## src/rtl/cr_branch_eval.sv

```systemverilog
// Condition Register reader: evaluates bc/bclr/bcctr branch conditions
// against the committed CR, owns the Count Register and reports
// taken/illegal over a valid/ready result handshake. A request that arrives
// while an older CR write is still pending waits until the CR settles.
module cr_branch_eval #(
    parameter int CR_WIDTH  = 32,
    parameter int CR_DEPTH  = 5,
    parameter int CTR_WIDTH = 32
) (
    input  logic                 clk,
    input  logic                 rst,
    input  logic                 req_valid,
    output logic                 req_ready,
    input  logic [4:0]           req_bo,
    input  logic [CR_DEPTH-1:0]  req_bi,
    input  logic [1:0]           req_kind,
    input  logic [CR_WIDTH-1:0]  cr_rd,
    input  logic                 cr_wr_pend,
    input  logic                 ctr_we,
    input  logic [CTR_WIDTH-1:0] ctr_wd,
    output logic [CTR_WIDTH-1:0] ctr_rd,
    output logic                 res_valid,
    input  logic                 res_ready,
    output logic                 res_taken,
    output logic                 res_illegal
);

    // BO uses big-endian numbering (BO[0] is the MSB), so architectural
    // BO[n] lives at vector bit 4-n.
    localparam int BO_COND_IGN = 4;   // BO[0]: ignore CR condition
    localparam int BO_COND_VAL = 3;   // BO[1]: required CR bit value
    localparam int BO_CTR_IGN  = 2;   // BO[2]: do not decrement / test CTR
    localparam int BO_CTR_ZERO = 1;   // BO[3]: branch when CTR reaches zero

    localparam logic [1:0] KIND_BCCTR = 2'b10;
    localparam logic [1:0] KIND_RSVD  = 2'b11;

    typedef enum logic [1:0] {
        IDLE    = 2'd0,
        WAIT_CR = 2'd1,
        RESP    = 2'd2
    } state_t;

    state_t                state, state_nxt;
    logic                  capture, eval_go;

    logic [4:0]            bo_p0;
    logic [CR_DEPTH-1:0]   bi_p0;
    logic [1:0]            kind_p0;

    logic [4:0]            ev_bo;
    logic [CR_DEPTH-1:0]   ev_bi;
    logic [1:0]            ev_kind;
    logic [CTR_WIDTH-1:0]  ctr_pre, ctr_new;
    logic                  legal, dec, ctr_ok, cond_ok;

    logic [CTR_WIDTH-1:0]  ctr;
    logic                  taken_p1, illegal_p1;

    // CR bit BI counted from the MSB: shift it up into the top position.
    function automatic logic cr_select(input logic [CR_WIDTH-1:0] cr,
                                       input logic [CR_DEPTH-1:0] bi);
        logic [CR_WIDTH-1:0] sh;
        sh = cr << bi;
        return sh[CR_WIDTH-1];
    endfunction

    // State register; reset drops any captured request.
    always_ff @(posedge clk or posedge rst) begin
        if (rst) state <= IDLE;
        else     state <= state_nxt;
    end

    // Next state plus capture/evaluate strobes.
    always_comb begin
        state_nxt = state;
        capture   = 1'b0;
        eval_go   = 1'b0;
        case (state)
            IDLE: begin
                if (req_valid) begin
                    capture   = 1'b1;
                    eval_go   = ~cr_wr_pend;
                    state_nxt = cr_wr_pend ? WAIT_CR : RESP;
                end
            end
            WAIT_CR: begin
                if (!cr_wr_pend) begin
                    eval_go   = 1'b1;
                    state_nxt = RESP;
                end
            end
            RESP: begin
                if (res_ready) state_nxt = IDLE;
            end
            default: state_nxt = IDLE;
        endcase
    end

    // Hold the request fields while waiting for the CR to settle.
    always_ff @(posedge clk) begin
        if (capture) begin
            bo_p0   <= req_bo;
            bi_p0   <= req_bi;
            kind_p0 <= req_kind;
        end
    end

    // Branch condition; in the accept cycle the live request fields are used.
    always_comb begin
        ev_bo   = capture ? req_bo   : bo_p0;
        ev_bi   = capture ? req_bi   : bi_p0;
        ev_kind = capture ? req_kind : kind_p0;
        // A same-cycle mtctr is older than the branch, so it feeds the decrement.
        ctr_pre = ctr_we ? ctr_wd : ctr;
        ctr_new = ctr_pre - CTR_WIDTH'(1);
        legal   = (ev_kind != KIND_RSVD) &&
                  !((ev_kind == KIND_BCCTR) && !ev_bo[BO_CTR_IGN]);
        dec     = ~ev_bo[BO_CTR_IGN] & legal;
        ctr_ok  = ev_bo[BO_CTR_IGN] | ((ctr_new != '0) ^ ev_bo[BO_CTR_ZERO]);
        cond_ok = ev_bo[BO_COND_IGN] |
                  (cr_select(cr_rd, ev_bi) == ev_bo[BO_COND_VAL]);
    end

    // ---- eval -> response boundary ----
    // Result registers, loaded once per branch and held through RESP.
    always_ff @(posedge clk or posedge rst) begin
        if (rst) begin
            taken_p1   <= 1'b0;
            illegal_p1 <= 1'b0;
        end else if (eval_go) begin
            taken_p1   <= legal & ctr_ok & cond_ok;
            illegal_p1 <= ~legal;
        end
    end

    // Count register: branch decrement wins, otherwise mtctr in any state.
    always_ff @(posedge clk or posedge rst) begin
        if (rst)                ctr <= '0;
        else if (eval_go && dec) ctr <= ctr_new;
        else if (ctr_we)        ctr <= ctr_wd;
    end

    assign req_ready   = (state == IDLE);
    assign res_valid   = (state == RESP);
    assign res_taken   = taken_p1;
    assign res_illegal = illegal_p1;
    assign ctr_rd      = ctr;

endmodule

```

## config.mk

```make
export PLATFORM = sky130hd
export DESIGN_NAME = cr_branch_eval
export DESIGN_NICKNAME = d
export VERILOG_FILES = /design/src/rtl/cr_branch_eval.sv
export SDC_FILE = /design/constraint.sdc
export NUM_CORES = 1
export LEC_CHECK = 0
export ABC_AREA = 1
export CAP_MARGIN = 5
export CORE_AREA = 2 2 96 98
export CTS_BUF_LIST = sky130_fd_sc_hd__clkbuf_8
export DETAILED_ROUTE_END_ITERATION = 8
export DIE_AREA = 0 0 98 100
export GPL_ROUTABILITY_DRIVEN = 0
export HOLD_SLACK_MARGIN = 0.08
export PLACE_DENSITY = 0.81
export SLEW_MARGIN = 20
export SYNTH_ARGS = -nofsm -noshare
export SYNTH_HDL_FRONTEND = slang
export SYNTH_SLANG_ARGS = --single-unit
```

## constraint.sdc

```tcl
create_clock -name clk -period 2.85 [get_ports clk]
set_clock_uncertainty 0.1 [all_clocks]
set_input_delay 0.7125 -clock clk [delete_from_list [all_inputs] [get_ports clk]]
set_output_delay 0.7125 -clock clk [all_outputs]
set_load 0.1 [all_outputs]
```

==> results.toml, run 1 <==
[yosys]
postSynthAreaPerCell_sq_um = 5.74
ys_ff_latch = 47
ys_seq_area_share_pct = 26.4
synth_warnings = 0
syn-cell-area_sq_um = 4240
synth.distinct_cells = 31
synthArstFlopShare_pct = 76.6
syn_inst = 740
synth_edf_count = 0
synth_nets = 824
ys.flop_type = "dfrtp_1"

[floorplanning]
die_area_sq_um = 9800
initial_utilization_pct = 47.7
coreArea_sq_um = 8890
fp.dieH_um = 100
core.rowCount = 35
io_pins = 118
die_w_um = 98

[cts]
cts_num_sinks = 47
clkTransAtPathRegs_ns = 0.09
cts_made_buffers = 5
cts_tree = "yes"
clkLatencyLatePin_ns = 0.32
cts_root_buf = "clkbuf_8"
clock_path_buffers = 2
htree_levels = 2

[sta]
worst_slew_pin_slew_ns = 0.469
tns_ns = 0
hold_violations = 0
layout_setup_ws_ns = 0.0771
finalCriticalPeriod_ns = 2.77
fin_crit_sh_pct = 97.3
setup_viol_count_final = 0
rsz0062_at_grt = "yes"
max_freq_mhz = 361
slew_viol_final = 0
slew_headroom_pct = 68.7

[detailed_routing]
via_count = 5263
ant_nets = 0
vias_per_cell = 5.10
drt-wirelength-per-cell_um = 12.8
drtIter0Drc = 334
drc_errors = 0
totalWireLength_um = 13200
drtPass1Iterations = 5

[flow_run]
drv_cap = 0

[setup_path]
cp_max_fo = 3
cp.arrival_ns = 2.88
worstSetupPathType = "input pin to flip-flop"
worst-endpoint-required_ns = 2.96
critPathLaunchType = "input pin"
cp-end-kind = "flip-flop"

[cells_and_area]
antenna_cells = 0
seqCellArea_sq_um = 1120
final_util_pct = 69.3
fillerInstances = 741
syn2layout_area_growth_pct = 45.3
nets = 1004
drive_gt1_share_pct = 22.4
multi_input_area_sq_um = 2720

[hold_path]
hp-class = "flip-flop to flip-flop"

[place]
port_buffers = 116
dpl.hpwl_um = 10000
post-place-ws_ns = -0.339

[grt]
grt_max_degree = 50
grt_overflow = 0
track_usage_pct = 25.4
grt_pass1_wl_um = 20900
antenna_found_initial = 0
grt_pass1_vias = 4874

[outcome]
status = "finished, final reports clean"

[power_and_ir_drop]
p_leak_nw = 3.17
ir_drop_mv = 0.476
powerDensity_nw_per_um2 = 562
design_power_total_mw = 3.46
-- cells in the mapped netlist (2+ instances only) --
library cell	count	share of area [%]
buf_2	5	0.59
buf_4	4	0.71
buf_6	6	1.6
clkbuf_1	3	0.27
dfrtp_1	36	21
dfxtp_1	11	5.2
ha_1	2	0.59
inv_1	99	8.8
nand2_1	317	28
nand2_2	23	3.4
nand2_4	2	0.53
nand3_1	67	7.9
nand4_1	3	0.44
nor2_1	61	5.4
nor2_2	16	2.4
nor2_4	5	1.3
nor3_1	2	0.24
o21ai_0	47	5.5
o21ai_1	5	0.59
o21ai_2	3	0.62
or2_2	9	1.3
xor2_1	5	1.0
-- power breakdown --
| part | total [mW] | leakage [nW] | internal (mW) | switching, mW |
|---|---|---|---|---|
| Combinational | 2.12 | 2.61 | 0.640 | 1.48 |
| Clock | 0.453 | 0.0517 | 0.199 | 0.253 |
| Sequential | 0.887 | 0.510 | 0.806 | 0.0816 |
| Total | 3.46 | 3.17 | 1.64 | 1.82 |
-- cell type report --
| class | instances | share of cell area (%) |
|---|---|---|
| multi-input combinational | 573 | 44.1 |
| sequential | 47 | 18.2 |
| clock inverter | 2 | 0.244 |
| timing repair buffer | 192 | 27.6 |
| inverter | 101 | 6.33 |
| tap | 111 | 2.25 |
| clock buffer | 6 | 1.34 |
-- critical path, stage by stage --
cell	delay, ns
clkdlybuf4s50_1	0.44
inv_1	0.09
nand2_1	0.06
nand2_1	0.13
nand2_1	0.11
nor2_2	0.27
nand3_4	0.16
o21ai_1	0.15
nand2_1	0.08
nor2_1	0.10
nand2_1	0.09
nor2_2	0.17
nand3_1	0.09
nand2_1	0.06
nand3_1	0.06
nand2_1	0.08
nand2_1	0.04
-- path summary, 6_finish.rpt --
kind	startpoint	end	slack [ns]	depth (start not counted)
max	ctr_wd[6]	res_taken	0.08	17
min	kind_p0[1]	kind_p0[1]	0.37	2
max reg2reg	ctr_rd[1]	res_taken	0.49	17
min reg2reg	kind_p0[1]	kind_p0[1]	0.37	2
max in group asynchronous	rst	ctr_rd[9]	1.62	3
min in group asynchronous	rst	state[1]	0.70	3
-- registers in the layout (all words and copies together) (netlist names) --
signal and cells:
kind_p0 2, state 2, ctr_rd 32, res_illegal 1, bi_p0 5, bo_p0 4, res_taken 1
-- cells by family after synthesis --
kind of cell,Yosys count,synth area share (%)
XOR/XNOR,6,1.24
flip-flops,47,26.4
AO/OA/AOI/OAI,56,6.93
AND/OR/NAND/NOR,508,51.7
adder cells (fa/ha/maj),2,0.590
buffers and inverters,121,13.1
-- layer usage --
metal	vias to the layer above	track usage [%]	wire length, um
met2	253	47.2	6520
met4	0	8.12	363
li1	2613	-	-
met1	2353	30.0	5300
met3	44	3.90	1000
met5	-	0	0
-- placed cells by master, fill, tap and decap left out --
master           count
clkbuf_16            1
o21ai_2              4
o21ai_0             45
inv_1               94
and2_1               1
nand2_4              5
nor2_2              15
nor3_1               2
inv_8                1
clkinv_4             1
nand3_2              1
ha_1                 1
nor3_4               1
inv_2                5
xor2_1               5
dfrtp_1             36
o21ai_1              6
buf_6                1
nand3_4              2
nor2_4              16
or2_2                9
nand4_1              3
ha_4                 1
buf_4              108
nand2_2             24
nand2_1            313
clkinvlp_4           1
xnor2_1              1
dfxtp_1             11
dlymetal6s2s_1       1
buf_12               3
nor2_1              52
o31ai_1              1
clkbuf_8             6
clkdlybuf4s50_1     78
nand3_1             65
inv_4                1
-- timing repair --
| item | 4_1_cts | 5_1_grt |
|---|---|---|
| cloned | 0 | 2 |
| hold buffers | 0 | 0 |
| pin swaps | 1 | 17 |
| setup endpoints to repair | 1 | 2 |
| resized for setup | 2 | 41 |
| buffers inserted | 0 | 5 |
-- per-stage QoR --
stage          cell area [sq um]  hold WS [ns]  cells
2_1_floorplan               4250         0.317    740
3_3_place_gp                5850         0.331   1017
3_5_place_dp                5850         0.345   1017
4_1_cts                     5960         0.367   1025
5_1_grt                     6160         0.399   1032
6_report                    6160         0.368   1032
(Power assumes the default switching activity.)
==> run 2, diff against run 1 <==
- ABC_CLOCK_PERIOD_IN_PS: unset -> 2850
- CTS_CLUSTER_DIAMETER: unset -> 50
==> results of run 2 <==
No change in the layout: final DEF, timing and power equal those of run 1.
